$ cat config.mk
export PLATFORM = sky130hd
export DESIGN_NAME = puf_ecc_engine
export DESIGN_NICKNAME = d
export VERILOG_FILES = /design/src/rtl/puf_ecc_engine.sv
export SDC_FILE = /design/constraint.sdc
export NUM_CORES = 2
export LEC_CHECK = 0
export ABC_AREA = 1
export BUFFER_PORTS_ARGS = -buffer_cell sky130_fd_sc_hd__buf_2
export CELL_PAD_IN_SITES_DETAIL_PLACEMENT = 1
export CELL_PAD_IN_SITES_GLOBAL_PLACEMENT = 1
export CORE_ASPECT_RATIO = 1.2
export CORE_MARGIN = 3
export CORE_UTILIZATION = 45
export DETAILED_ROUTE_END_ITERATION = 8
export GPL_TIMING_DRIVEN = 0
export HOLD_SLACK_MARGIN = 0.05
export PLACE_DENSITY = 0.73
export REMOVE_ABC_BUFFERS = 1
export SETUP_SLACK_MARGIN = 0.02
export SYNTH_ARGS = -nofsm -noshare
export SYNTH_HDL_FRONTEND = slang
export SYNTH_SLANG_ARGS = --single-unit
export TNS_END_PERCENT = 20
$ cat constraint.sdc
create_clock -name clk -period 15.97 [get_ports clk]
set_input_delay 3.194 -clock clk [delete_from_list [all_inputs] [get_ports clk]]
set_output_delay 3.194 -clock clk [all_outputs]
set_load 0.1 [all_outputs]
$ cat src/rtl/puf_ecc_engine.sv
`timescale 1ns/1ps
// puf_ecc_engine: SECDED helper-parity enrollment and correction for PUF
// signatures. One DATA_W chunk is encoded or decoded per cycle against a
// per-slot parity store, so a single datapath serves any signature width.
module puf_ecc_engine #(
   parameter int SIG_W  = 256,
   parameter int DATA_W = 16,
   parameter int IPID_N = 16,
   localparam int NCHUNK = SIG_W / DATA_W,
   localparam int IDW    = (IPID_N > 1) ? $clog2(IPID_N) : 1,
   localparam int CW     = $clog2(NCHUNK + 1)
) (
   input  logic              clk,
   input  logic              rst_n,
   input  logic              cmd_valid,
   output logic              cmd_ready,
   input  logic [1:0]        cmd_op,
   input  logic [IDW-1:0]    cmd_ipid,
   input  logic [SIG_W-1:0]  cmd_sig,
   output logic              rsp_valid,
   input  logic              rsp_ready,
   output logic [2:0]        rsp_status,
   output logic [SIG_W-1:0]  rsp_sig,
   output logic [CW-1:0]     rsp_corr_cnt,
   output logic [NCHUNK-1:0] rsp_uncorr_mask,
   output logic [IPID_N-1:0] enrolled
);

   // Smallest h with 2^h >= dw + h + 1.
   function automatic int calc_h(input int dw);
      int h;
      h = 0;
      for (int i = 1; i < 31; i++)
         if (h == 0 && (1 << i) >= dw + i + 1) h = i;
      return h;
   endfunction

   localparam int H     = calc_h(DATA_W);
   localparam int PAR_W = H + 1;
   localparam int CWL   = DATA_W + H;
   localparam int KW    = (NCHUNK > 1) ? $clog2(NCHUNK) : 1;

   localparam logic [1:0] OP_NOP     = 2'b00;
   localparam logic [1:0] OP_ENROLL  = 2'b01;
   localparam logic [1:0] OP_CORRECT = 2'b10;
   localparam logic [1:0] OP_CLEAR   = 2'b11;

   localparam logic [2:0] ST_OK           = 3'd0;
   localparam logic [2:0] ST_CORRECTED    = 3'd1;
   localparam logic [2:0] ST_UNCORR       = 3'd2;
   localparam logic [2:0] ST_NOT_ENROLLED = 3'd3;
   localparam logic [2:0] ST_LOCKED       = 3'd4;
   localparam logic [2:0] ST_BAD_IPID     = 3'd5;

   typedef enum logic [1:0] {S_IDLE, S_ENROLL, S_CORRECT, S_RESP} state_t;

   // Check bit i covers data at codeword positions with bit i set; data
   // occupies the non-power-of-two positions in ascending order. The top
   // bit is the overall parity over data and check bits.
   function automatic logic [PAR_W-1:0] encode(input logic [DATA_W-1:0] data);
      logic [PAR_W-1:0] par;
      int d;
      par = '0;
      d   = 0;
      for (int pos = 1; pos <= CWL; pos++) begin
         if ((pos & (pos - 1)) != 0) begin
            for (int i = 0; i < H; i++)
               if (pos[i]) par[i] = par[i] ^ data[d];
            d++;
         end
      end
      par[H] = (^data) ^ (^par[H-1:0]);
      return par;
   endfunction

   // Flip the data bit whose codeword position equals the syndrome; a
   // syndrome pointing at a check position leaves the data unchanged.
   function automatic logic [DATA_W-1:0] flip_at(input logic [DATA_W-1:0] data,
                                                 input logic [H-1:0]      syn);
      logic [DATA_W-1:0] res;
      int d;
      res = data;
      d   = 0;
      for (int pos = 1; pos <= CWL; pos++) begin
         if ((pos & (pos - 1)) != 0) begin
            if (pos == int'(syn)) res[d] = ~res[d];
            d++;
         end
      end
      return res;
   endfunction

   state_t                         state;
   logic [NCHUNK-1:0][DATA_W-1:0]  sig_q;
   logic [NCHUNK-1:0][DATA_W-1:0]  out_q;
   logic [IDW-1:0]                 ipid_q;
   logic [KW-1:0]                  k;

   // NOTE: the parity store is deliberately left out of reset; the enrolled
   // flags alone decide whether a slot's contents may be trusted.
   logic [PAR_W-1:0] par_mem [IPID_N][NCHUNK];

   logic [DATA_W-1:0] chunk, fixed;
   logic [PAR_W-1:0]  calc_par, stored_par;
   logic [H-1:0]      syn;
   logic              par_err, last_chunk;
   logic [CW-1:0]     corr_nxt;
   logic [NCHUNK-1:0] mask_nxt;

   assign rsp_sig = out_q;

   // Encode/decode the current chunk and form next-state statistics.
   // NOTE: every signal gets a default before any conditional update, so
   // no path leaves a value unassigned and no latch is inferred.
   always_comb begin
      chunk      = sig_q[k];
      calc_par   = encode(chunk);
      stored_par = par_mem[ipid_q][k];
      syn        = calc_par[H-1:0] ^ stored_par[H-1:0];
      par_err    = (^chunk) ^ (^stored_par);
      fixed      = par_err ? flip_at(chunk, syn) : chunk;
      last_chunk = (k == KW'(NCHUNK - 1));
      corr_nxt   = rsp_corr_cnt;
      mask_nxt   = rsp_uncorr_mask;
      if (par_err && rsp_corr_cnt != CW'(NCHUNK)) corr_nxt = rsp_corr_cnt + CW'(1);
      if (!par_err && syn != '0) mask_nxt[k] = 1'b1;
   end

   // Store chunk parity during enrollment.
   always_ff @(posedge clk) begin
      if (rst_n && state == S_ENROLL) par_mem[ipid_q][k] <= calc_par;
   end

   // Command FSM with registered handshake and response outputs.
   // NOTE: sequential state uses non-blocking assignments only, so every
   // register samples pre-edge values regardless of statement order.
   always_ff @(posedge clk) begin
      if (!rst_n) begin
         state           <= S_IDLE;
         cmd_ready       <= 1'b1;
         rsp_valid       <= 1'b0;
         rsp_status      <= ST_OK;
         out_q           <= '0;
         rsp_corr_cnt    <= '0;
         rsp_uncorr_mask <= '0;
         enrolled        <= '0;
         sig_q           <= '0;
         ipid_q          <= '0;
         k               <= '0;
      end else begin
         case (state)
            S_IDLE: begin
               if (cmd_valid && cmd_ready && cmd_op != OP_NOP) begin
                  sig_q           <= cmd_sig;
                  ipid_q          <= cmd_ipid;
                  k               <= '0;
                  out_q           <= '0;
                  rsp_corr_cnt    <= '0;
                  rsp_uncorr_mask <= '0;
                  rsp_status      <= ST_OK;
                  cmd_ready       <= 1'b0;
                  state           <= S_RESP;
                  rsp_valid       <= 1'b1;
                  if (int'(cmd_ipid) >= IPID_N) begin
                     rsp_status <= ST_BAD_IPID;
                  end else begin
                     case (cmd_op)
                        OP_CLEAR: enrolled[cmd_ipid] <= 1'b0;
                        OP_ENROLL: begin
                           if (enrolled[cmd_ipid]) begin
                              rsp_status <= ST_LOCKED;
                           end else begin
                              state     <= S_ENROLL;
                              rsp_valid <= 1'b0;
                           end
                        end
                        OP_CORRECT: begin
                           if (!enrolled[cmd_ipid]) begin
                              rsp_status <= ST_NOT_ENROLLED;
                           end else begin
                              state     <= S_CORRECT;
                              rsp_valid <= 1'b0;
                           end
                        end
                        default: ;
                     endcase
                  end
               end
            end
            S_ENROLL: begin
               k <= k + KW'(1);
               if (last_chunk) begin
                  enrolled[ipid_q] <= 1'b1;
                  rsp_valid        <= 1'b1;
                  state            <= S_RESP;
               end
            end
            S_CORRECT: begin
               k               <= k + KW'(1);
               out_q[k]        <= fixed;
               rsp_corr_cnt    <= corr_nxt;
               rsp_uncorr_mask <= mask_nxt;
               if (last_chunk) begin
                  if (mask_nxt != '0)      rsp_status <= ST_UNCORR;
                  else if (corr_nxt != '0) rsp_status <= ST_CORRECTED;
                  else                     rsp_status <= ST_OK;
                  rsp_valid <= 1'b1;
                  state     <= S_RESP;
               end
            end
            S_RESP: begin
               if (rsp_ready) begin
                  rsp_valid <= 1'b0;
                  cmd_ready <= 1'b1;
                  state     <= S_IDLE;
               end
            end
            default: state <= S_IDLE;
         endcase
      end
   end

endmodule
==> results.json <==
{
  "clockBufferDepth": 3,
  "fin_crit_sh_pct": 49.3,
  "area_growth_pct": 15.0,
  "pre_cts_slack_ps": 7570,
  "ys_ff_latch": 2104,
  "die_w_microns": 411,
  "pin_count": 564,
  "grt_first_pass_wirelength_microns": 448000,
  "timing.final.ws_setup_ps": 8100,
  "cts_resized": 0,
  "fin_crit_ps": 7870,
  "cp_max_fo": 60,
  "fin_tns_setup_ps": 0,
  "clk_latency_ps": 880,
  "nets": 9842,
  "first_iter_violations": 5807,
  "yosys_warnings": 0,
  "via_per_inst": 5.62,
  "gp_congestion": 0.826,
  "cts_hold_buf": 0,
  "syn_inst": 9260,
  "rsz0062_at_grt": "no",
  "grt_max_degree": 166,
  "end_kind": "register",
  "max-cap-violations": 0,
  "antenna_found_initial": 33,
  "relSlewSlack_pct": 1.68,
  "die_y_microns": 491,
  "drive_above_1_share_pct": 11.3,
  "ys_seq_area_share_pct": 65.1,
  "final_common_cell": "nand2_1",
  "cp_num_buf_inv": 9,
  "dp_hpwl_microns": 196000,
  "slowest_delay_ps": 1220,
  "criticalPathCategory": "reg -> reg",
  "layout_common_cells": "nand2_1 (2819), edfxtp_1 (1536), nand3_1 (1199)",
  "routed_wl_microns": 304000,
  "io_buffers": 563,
  "drt.antenna.violating_nets": 0,
  "grt_pass1_vias": 71037,
  "cts_tree": "done",
  "worstPathArrival_ps": 8550,
  "syn_area_per_cell_sq_um": 9.54,
  "finalSetupViolations": 0,
  "cts_buffers": 213,
  "num_vias": 69460,
  "clk_pin_slew_ps": 60,
  "track_usage_pct": 29.3,
  "cts_root_buf": "clkbuf_16",
  "hold_violations": 0,
  "cp_cell_sequence": "nand2_2, inv_4, buf_12, nand2_1, nand3_1, nand2_1, nand2_1, inv_1, nand2_1, nand2_1, nand2_1, nand2_1, nand3_1, nand3_1, nand2_4, buf_16, xor2_1, xor2_1, xnor2_2, buf_8, buf_8, buf_8, buf_8, buf_8",
  "design.die.area_sq_um": 202000,
  "syn_area_sq_um": 88400,
  "start_kind": "register",
  "cpMaxStageDelayCell": "dfxtp_1",
  "grt_overflow": 0,
  "rows": 177,
  "outcome": "finished clean",
  "synth_ff_type": "edfxtp_1",
  "finClkSkew_ps": 33.7,
  "cp_top_family": "simple AND/OR/NAND/NOR gates",
  "synth_edf_count": 1536,
  "tightest_slew_ps": 1470,
  "drt-pass1-iter-count": 6,
  "routedWlPerCell_microns": 24.6,
  "post_cts_buffers": 0,
  "drv_slew": 0,
  "synthArstFlopShare_pct": 0,
  "cts_num_sinks": 2104,
  "required_ps": 16660,
  "drc": 0,
  "design.core.area_sq_um": 194000,
  "initial_core_util_pct": 45.4,
  "holdCritPathClass": "reg -> reg",
  "fmax_ghz": 0.127,
  "synth_cell_types": 40,
  "path_common_cell": "nand2_1",
  "h-tree-depth": 4
}
worst register-to-register path, delay by kind of cell, from the launching register on:
family	cells	cell delay, ps
AND/OR/NAND/NOR	12	2930
XOR/XNOR	3	1050
flip-flops	1	1220
buffers and inverters	9	2500
metal layers:
layer	track usage [%]	vias up	part of all wire (%)
met5	0	-	0.045
met4	13.9	18	5.0
met3	4.18	624	5.4
met2	49.6	2072	49
met1	36.9	35050	40
li1	-	31696	-
cell usage after synthesis (9+ instances only):
cell type,n,area [sq um]
nor3_1,25,125
edfxtp_1,1536,46100
inv_2,19,71.3
ha_1,15,188
buf_1,22,82.6
buf_6,11,124
buf_4,11,82.6
and3_1,16,100
nor2_2,12,75.1
a21oi_1,480,2400
o21ai_0,458,2290
nand4_1,9,56.3
nand2_1,2822,10600
o21ai_1,29,145
xor2_1,16,140
clkbuf_1,329,1230
dfxtp_1,568,11400
o211ai_1,71,533
nand3_1,1199,6000
buf_2,221,1110
nor2_1,898,3370
inv_1,443,1660
layout make-up:
| class | count | area (sq um) |
|---|---|---|
| clock inverters | 113 | 1140 |
| multi-input cells | 6096 | 26700 |
| diodes | 20 | 50.0 |
| clock buffers | 283 | 5800 |
| inverters | 466 | 1800 |
| repair buffers | 680 | 5330 |
| well taps | 2595 | 3250 |
| fillers | 21740 | 92800 |
| flip-flops and latches | 2104 | 57500 |
through the flow:
step	hold WS, ps	instances	utilization, %	area (sq um)
2_1_floorplan	429	8666	-	85700
3_3_place_gp	440	11824	47.2	91800
3_5_place_dp	446	11940	48.6	94600
4_1_cts	456	12336	52.2	102000
5_1_grt	475	12352	52.3	102000
6_report	454	12357	52.3	102000
worst paths after layout:
path	startpoint	endpoint	slack, ps	depth (start not counted)
worst max-delay path	k[1]	par_mem[1][5]	8100	24
worst min-delay path	sig_q[93]	sig_q[93]	450	2
worst max register to register	k[1]	par_mem[1][5]	8100	24
worst min register to register	sig_q[93]	sig_q[93]	450	2
flip-flops by register name, summed over array words and instances (netlist names), named ones only:
| register | flops |
|---|---|
| par_mem | 1536 |
| rsp_sig | 256 |
| sig_q | 256 |
| enrolled | 16 |
| rsp_uncorr_mask | 16 |
| rsp_corr_cnt | 5 |
| ipid_q | 4 |
| k | 4 |
| rsp_status | 3 |
| state | 2 |
| cmd_ready | 1 |
| rsp_valid | 1 |
cell families after synthesis:
| kind of cell | after synthesis | share of synthesized area (%) |
|---|---|---|
| buffers and inverters | 1060 | 4.96 |
| AND/OR/NAND/NOR | 4997 | 23.2 |
| AO/OA/AOI/OAI | 1058 | 6.26 |
| XOR/XNOR | 26 | 0.347 |
| flip-flops | 2104 | 65.1 |
| adder cells (fa/ha/maj) | 15 | 0.212 |
Power is not shown: default switching activity piles up to over one toggle a cycle in this logic, so the estimate is an artifact.
